<file path="config.mk">
export PLATFORM = sky130hd
export DESIGN_NAME = nonce_reporter
export DESIGN_NICKNAME = d
export VERILOG_FILES = /design/src/rtl/nonce_reporter.sv
export SDC_FILE = /design/constraint.sdc
export NUM_CORES = 1
export LEC_CHECK = 0
export ABC_AREA = 1
export BUFFER_PORTS_ARGS = -buffer_cell sky130_fd_sc_hd__buf_2
export CORE_MARGIN = 5
export CORE_UTILIZATION = 55
export CTS_CLUSTER_DIAMETER = 200
export DETAILED_ROUTE_END_ITERATION = 16
export MAX_ROUTING_LAYER = met4
export PLACE_DENSITY = 0.74
export SKIP_LAST_GASP = 1
export SYNTH_ARGS = -nofsm -noshare
export SYNTH_HDL_FRONTEND = slang
export SYNTH_SLANG_ARGS = --single-unit
</file>
<file path="constraint.sdc">
create_clock -name clk -period 2.96 [get_ports clk]
set_input_delay 0.74 -clock clk [delete_from_list [all_inputs] [get_ports clk]]
set_output_delay 0.74 -clock clk [all_outputs]
set_load 0.02 [all_outputs]
</file>
<file path="src/rtl/nonce_reporter.sv">
// Nonce return-path serializer: buffers found nonces in a FIFO and emits framed bytes.
// Optional macro NONCE_REPORT_CKSUM_EN appends an XOR checksum byte to each frame.
module nonce_reporter #(
    parameter int         FIFO_DEPTH = 4,
    parameter logic [7:0] SYNC_BYTE  = 8'hA5
) (
    input  logic                          clk,
    input  logic                          rst,
    input  logic [31:0]                   in,
    input  logic                          read,
    output logic [7:0]                    out,
    output logic                          write,
    input  logic                          ready,
    output logic                          overflow,
    output logic [$clog2(FIFO_DEPTH):0]   count
);
    localparam int AW = $clog2(FIFO_DEPTH);
    localparam int CW = AW + 1;
    localparam logic [CW-1:0] DEPTH_C = CW'(FIFO_DEPTH);
    localparam logic [CW-1:0] ZERO_C  = {CW{1'b0}};

    typedef enum logic [2:0] {
        ST_IDLE = 3'd0,
        ST_SYNC = 3'd1,
        ST_B3   = 3'd2,
        ST_B2   = 3'd3,
        ST_B1   = 3'd4,
        ST_B0   = 3'd5
`ifdef NONCE_REPORT_CKSUM_EN
        ,
        ST_CK   = 3'd6
`endif
    } state_t;

`ifdef NONCE_REPORT_CKSUM_EN
    function automatic logic [7:0] nonce_cksum(input logic [31:0] v);
        return v[31:24] ^ v[23:16] ^ v[15:8] ^ v[7:0];
    endfunction
`endif

    logic [31:0]   mem_r [FIFO_DEPTH];
    logic [AW-1:0] wr_ptr_r;
    logic [AW-1:0] rd_ptr_r;
    logic [CW-1:0] count_r;
    logic [31:0]   hold_r;
    logic [7:0]    out_r;
    logic          write_r;
    logic          overflow_r;
    state_t        state_r;

    state_t        next_state_s;
    logic [7:0]    next_out_s;
    logic          next_write_s;
    logic          pop_s;
    logic          push_s;
    logic          xfer_s;
    logic          more_s;

    // A full FIFO refuses the nonce even if a pop frees a slot this cycle.
    assign push_s = read && (count_r < DEPTH_C);
    assign xfer_s = write_r && ready;
    assign more_s = (count_r != ZERO_C);

    assign out      = out_r;
    assign write    = write_r;
    assign overflow = overflow_r;
    assign count    = count_r;

    // Frame sequencing and the registered byte to present next cycle.
    always_comb begin
        next_state_s = state_r;
        next_out_s   = out_r;
        next_write_s = write_r;
        pop_s        = 1'b0;
        case (state_r)
            ST_IDLE: begin
                if (more_s) begin
                    pop_s        = 1'b1;
                    next_state_s = ST_SYNC;
                    next_out_s   = SYNC_BYTE;
                    next_write_s = 1'b1;
                end else begin
                    next_state_s = ST_IDLE;
                end
            end
            ST_SYNC: begin
                if (xfer_s) begin
                    next_state_s = ST_B3;
                    next_out_s   = hold_r[31:24];
                end else begin
                    next_state_s = ST_SYNC;
                end
            end
            ST_B3: begin
                if (xfer_s) begin
                    next_state_s = ST_B2;
                    next_out_s   = hold_r[23:16];
                end else begin
                    next_state_s = ST_B3;
                end
            end
            ST_B2: begin
                if (xfer_s) begin
                    next_state_s = ST_B1;
                    next_out_s   = hold_r[15:8];
                end else begin
                    next_state_s = ST_B2;
                end
            end
            ST_B1: begin
                if (xfer_s) begin
                    next_state_s = ST_B0;
                    next_out_s   = hold_r[7:0];
                end else begin
                    next_state_s = ST_B1;
                end
            end
`ifdef NONCE_REPORT_CKSUM_EN
            ST_B0: begin
                if (xfer_s) begin
                    next_state_s = ST_CK;
                    next_out_s   = nonce_cksum(hold_r);
                end else begin
                    next_state_s = ST_B0;
                end
            end
            ST_CK: begin
`else
            ST_B0: begin
`endif
                // Last byte: chain straight into the next frame when one is queued.
                if (xfer_s && more_s) begin
                    pop_s        = 1'b1;
                    next_state_s = ST_SYNC;
                    next_out_s   = SYNC_BYTE;
                    next_write_s = 1'b1;
                end else if (xfer_s) begin
                    next_state_s = ST_IDLE;
                    next_out_s   = 8'h00;
                    next_write_s = 1'b0;
                end else begin
                    next_state_s = state_r;
                end
            end
            default: begin
                next_state_s = ST_IDLE;
                next_out_s   = 8'h00;
                next_write_s = 1'b0;
            end
        endcase
    end

    // FSM, output, pointer, occupancy and overflow registers.
    always_ff @(posedge clk) begin
        if (rst) begin
            state_r    <= ST_IDLE;
            out_r      <= 8'h00;
            write_r    <= 1'b0;
            overflow_r <= 1'b0;
            wr_ptr_r   <= {AW{1'b0}};
            rd_ptr_r   <= {AW{1'b0}};
            count_r    <= ZERO_C;
            hold_r     <= 32'h0000_0000;
        end else begin
            state_r  <= next_state_s;
            out_r    <= next_out_s;
            write_r  <= next_write_s;
            if (read && !push_s) begin
                overflow_r <= 1'b1;
            end else begin
                overflow_r <= overflow_r;
            end
            if (push_s) begin
                wr_ptr_r <= wr_ptr_r + AW'(1);
            end else begin
                wr_ptr_r <= wr_ptr_r;
            end
            if (pop_s) begin
                rd_ptr_r <= rd_ptr_r + AW'(1);
                hold_r   <= mem_r[rd_ptr_r];
            end else begin
                rd_ptr_r <= rd_ptr_r;
                hold_r   <= hold_r;
            end
            case ({push_s, pop_s})
                2'b10:   count_r <= count_r + CW'(1);
                2'b01:   count_r <= count_r - CW'(1);
                default: count_r <= count_r;
            endcase
        end
    end

    // FIFO storage; contents are don't-care until written.
    always_ff @(posedge clk) begin
        if (push_s) begin
            mem_r[wr_ptr_r] <= in;
        end
    end

endmodule
</file>
==> results.ini <==
[critical_path]
worstPathRequired_ps = 3280
worstPathBufferInverterCount = 3
crit_slowest_cell = dfxtp_1
worstPathArrival_ps = 2540
critPathTopFamily = adder cells
start_kind = flip-flop
cp_slowest_stage_delay_ps = 440
cp_max_fo = 16
cp_cell_sequence = inv_2 -> nand2_1 -> inv_2 -> nand2_2 -> nand2_4 -> ha_1 -> inv_1 -> fa_1 -> a21oi_1 -> o21ai_0 -> o21ai_0 -> a21oi_1
critPathKind = reg -> reg
end_kind = flip-flop

[placement]
port_buffers = 48
dp_slack_ps = 514.0
dp_hpwl_mm = 8.488
place_congestion = 0.8823

[layout]
multiInputGateArea_um2 = 1924
fillers = 963
most-common-layout-cells = 134 x nor2_1, 128 x edfxtp_1, 104 x o21ai_0, 51 x dfxtp_1, 49 x nand2_1
syn_to_final_growth_pct = 14.94
final_util_pct = 64.61
layout_commonest_cell = nor2_1
final_net_count = 723
antenna_cells = 0
ff_latch_area_um2 = 4886
drive_gt1_share_pct = 15.99

[floorplanning]
core_area_um2 = 12620
die_w_um = 123.6
floorplan.rows = 41
initial_core_util_pct = 56.22
ios = 49
die-area_um2 = 15270
die_y_um = 123.6

[drt]
drt_iter0_drc = 363
finalWirelength_mm = 14.37
vias = 4806
post_drt_wl_per_cell_um = 16.59
drt_pass1_iterations = 4
ant_nets = 0
drt_drc_violations_left = 0
viasPerCell = 5.550

[cts]
cts_sinks = 180
root_buffer = clkbuf_16
clkTransAtPathRegs_ps = 70
clk_path_buf_depth = 2
htreeDepth = 4
cts.repair.resized = 0
postCtsSetupBuffers = 0
cts_buffers = 17
clk_latency_ps = 430
hold_buffers = 0
cts_tree = built

[logic_synthesis]
syn_area_um2 = 7094
synth_nets = 682
synthCells = 640
ys_types = 27
yosysSeqAreaShare_pct = 68.85
ys_ff_latch = 180
syn_area_per_cell_um2 = 11.08
ys_warn_count = 0

[status]
status = completed

[grt]
grt_antenna_before_repair = 0
grt_max_degree = 67
grt_util_met3_pct = 4.541
grtUsageMet1_pct = 26.85
grt_pass1_vias = 4771
grt_use_met2_pct = 32.48
track_usage_pct = 20.89
grt-busiest-layer = met2
grt_pass1_wl_mm = 23.53
grt_overflow = 0

[timing]
relSlewSlack_pct = 31.10
fin_skew_ps = 6.119
worst_slew_pin_slew_ps = 1032
post-route-min-period_ps = 2217
rsz0062_at_grt = false
setup-violations-final = 0
fmax_mhz = 451.1
setup-tns-final_ps = 0
final.period_utilization_pct = 74.90
hold_viol = 0
setup_ws_ps = 743.1
finalMaxSlewViolations = 0

[power]
p_leak_nw = 3.002
peakVddDrop_mv = 0.3899
power.density_nw_per_um2 = 1008

[run]
cap_violations = 0

[min_path]
hp-class = reg -> reg

[cell type report]
type                       instances  area share [%]
clock buffer                      18           5.386
clock inverter                    14           3.330
inverter                          22           1.074
multi-input combinational        400           23.60
sequential                       180           59.92
tap                              172           2.639
timing repair buffer              60           4.051
[kinds of logic (layout without fill, tap and decap cells)]
family                     Yosys count  count (layout)  share of synthesized area (%)
DFF                                180             180                          68.85
adders and majority gates            6               6                          1.164
and+or+nand+nor                    234             234                          13.92
AOI/OAI and AO/OA                  160             160                          11.90
buffers and inverters               60             114                          4.162
[worst paths after layout]
kind                           startpoint                     to  slack [ps]  depth (start not counted)
hold / removal        out[0]$_SDFFE_PP0P_    out[0]$_SDFFE_PP0P_         460                          2
hold reg to reg       out[0]$_SDFFE_PP0P_    out[0]$_SDFFE_PP0P_         460                          2
setup reg to reg  state_r[2]$_SDFFE_PP0P_  count[2]$_SDFFE_PP0P_         740                         12
setup / recovery  state_r[2]$_SDFFE_PP0P_  count[2]$_SDFFE_PP0P_         740                         12
[per-layer routing]
metal / up-vias / wire [µm]
met5: - / 0
met3: 21 / 734
li1: 2350 / -
met4: 0 / 357
met1: 2296 / 6330
met2: 139 / 6944
[metrics by stage]
stage / hold WS, ps / instances / power [mW] / cell area [µm²]
floorplan: 443.4 / 640 / 5.061 / 7094
global placement: 448.5 / 834 / 5.553 / 7443
detailed placement: 452.2 / 834 / 5.612 / 7443
CTS: 463.1 / 866 / 8.277 / 8154
global route: 486.9 / 866 / 8.695 / 8154
finish: 461.8 / 866 / 8.217 / 8154
[cell usage after synthesis]
| cell | instances | area [µm²] |
|---|---|---|
| a21oi_1 | 22 | 110.1 |
| a31oi_1 | 1 | 6.260 |
| buf_1 | 2 | 7.510 |
| buf_2 | 13 | 65.06 |
| buf_4 | 3 | 22.52 |
| buf_6 | 5 | 56.30 |
| clkbuf_1 | 15 | 56.30 |
| clkinv_1 | 1 | 3.750 |
| dfxtp_1 | 52 | 1041 |
| edfxtp_1 | 128 | 3844 |
| fa_1 | 1 | 20.02 |
| ha_1 | 5 | 62.56 |
| inv_1 | 16 | 60.06 |
| inv_2 | 3 | 11.26 |
| inv_4 | 2 | 12.51 |
| nand2_1 | 49 | 183.9 |
| nand2_2 | 3 | 18.77 |
| nand2_4 | 2 | 22.52 |
| nand3_1 | 22 | 110.1 |
| nand3_2 | 1 | 10.01 |
| nand4_1 | 16 | 100.1 |
| nor2_1 | 138 | 518.0 |
| nor2_2 | 2 | 12.51 |
| nor2_4 | 1 | 11.26 |
| o211ai_1 | 1 | 7.510 |
| o21ai_0 | 104 | 520.5 |
| o22ai_1 | 32 | 200.2 |
[registers in the layout, indices dropped and copies added (netlist names)]
name and cells:
mem_r 128, hold_r 32, out 8, count 3, state_r 3, rd_ptr_r 2, wr_ptr_r 2, overflow 1
write 1
[power breakdown]
group	switching, mW	total [mW]	internal, mW
sequential	0.171	3.32	3.15
combinational	1.58	2.24	0.659
clock	0.947	2.65	1.70
[worst min-delay path: stages (launching register included)]
cell,delay (ps)
dfxtp_1,310
nand2_1,60
a21oi_1,50
Note: power is estimated with default switching activity, not from simulation.
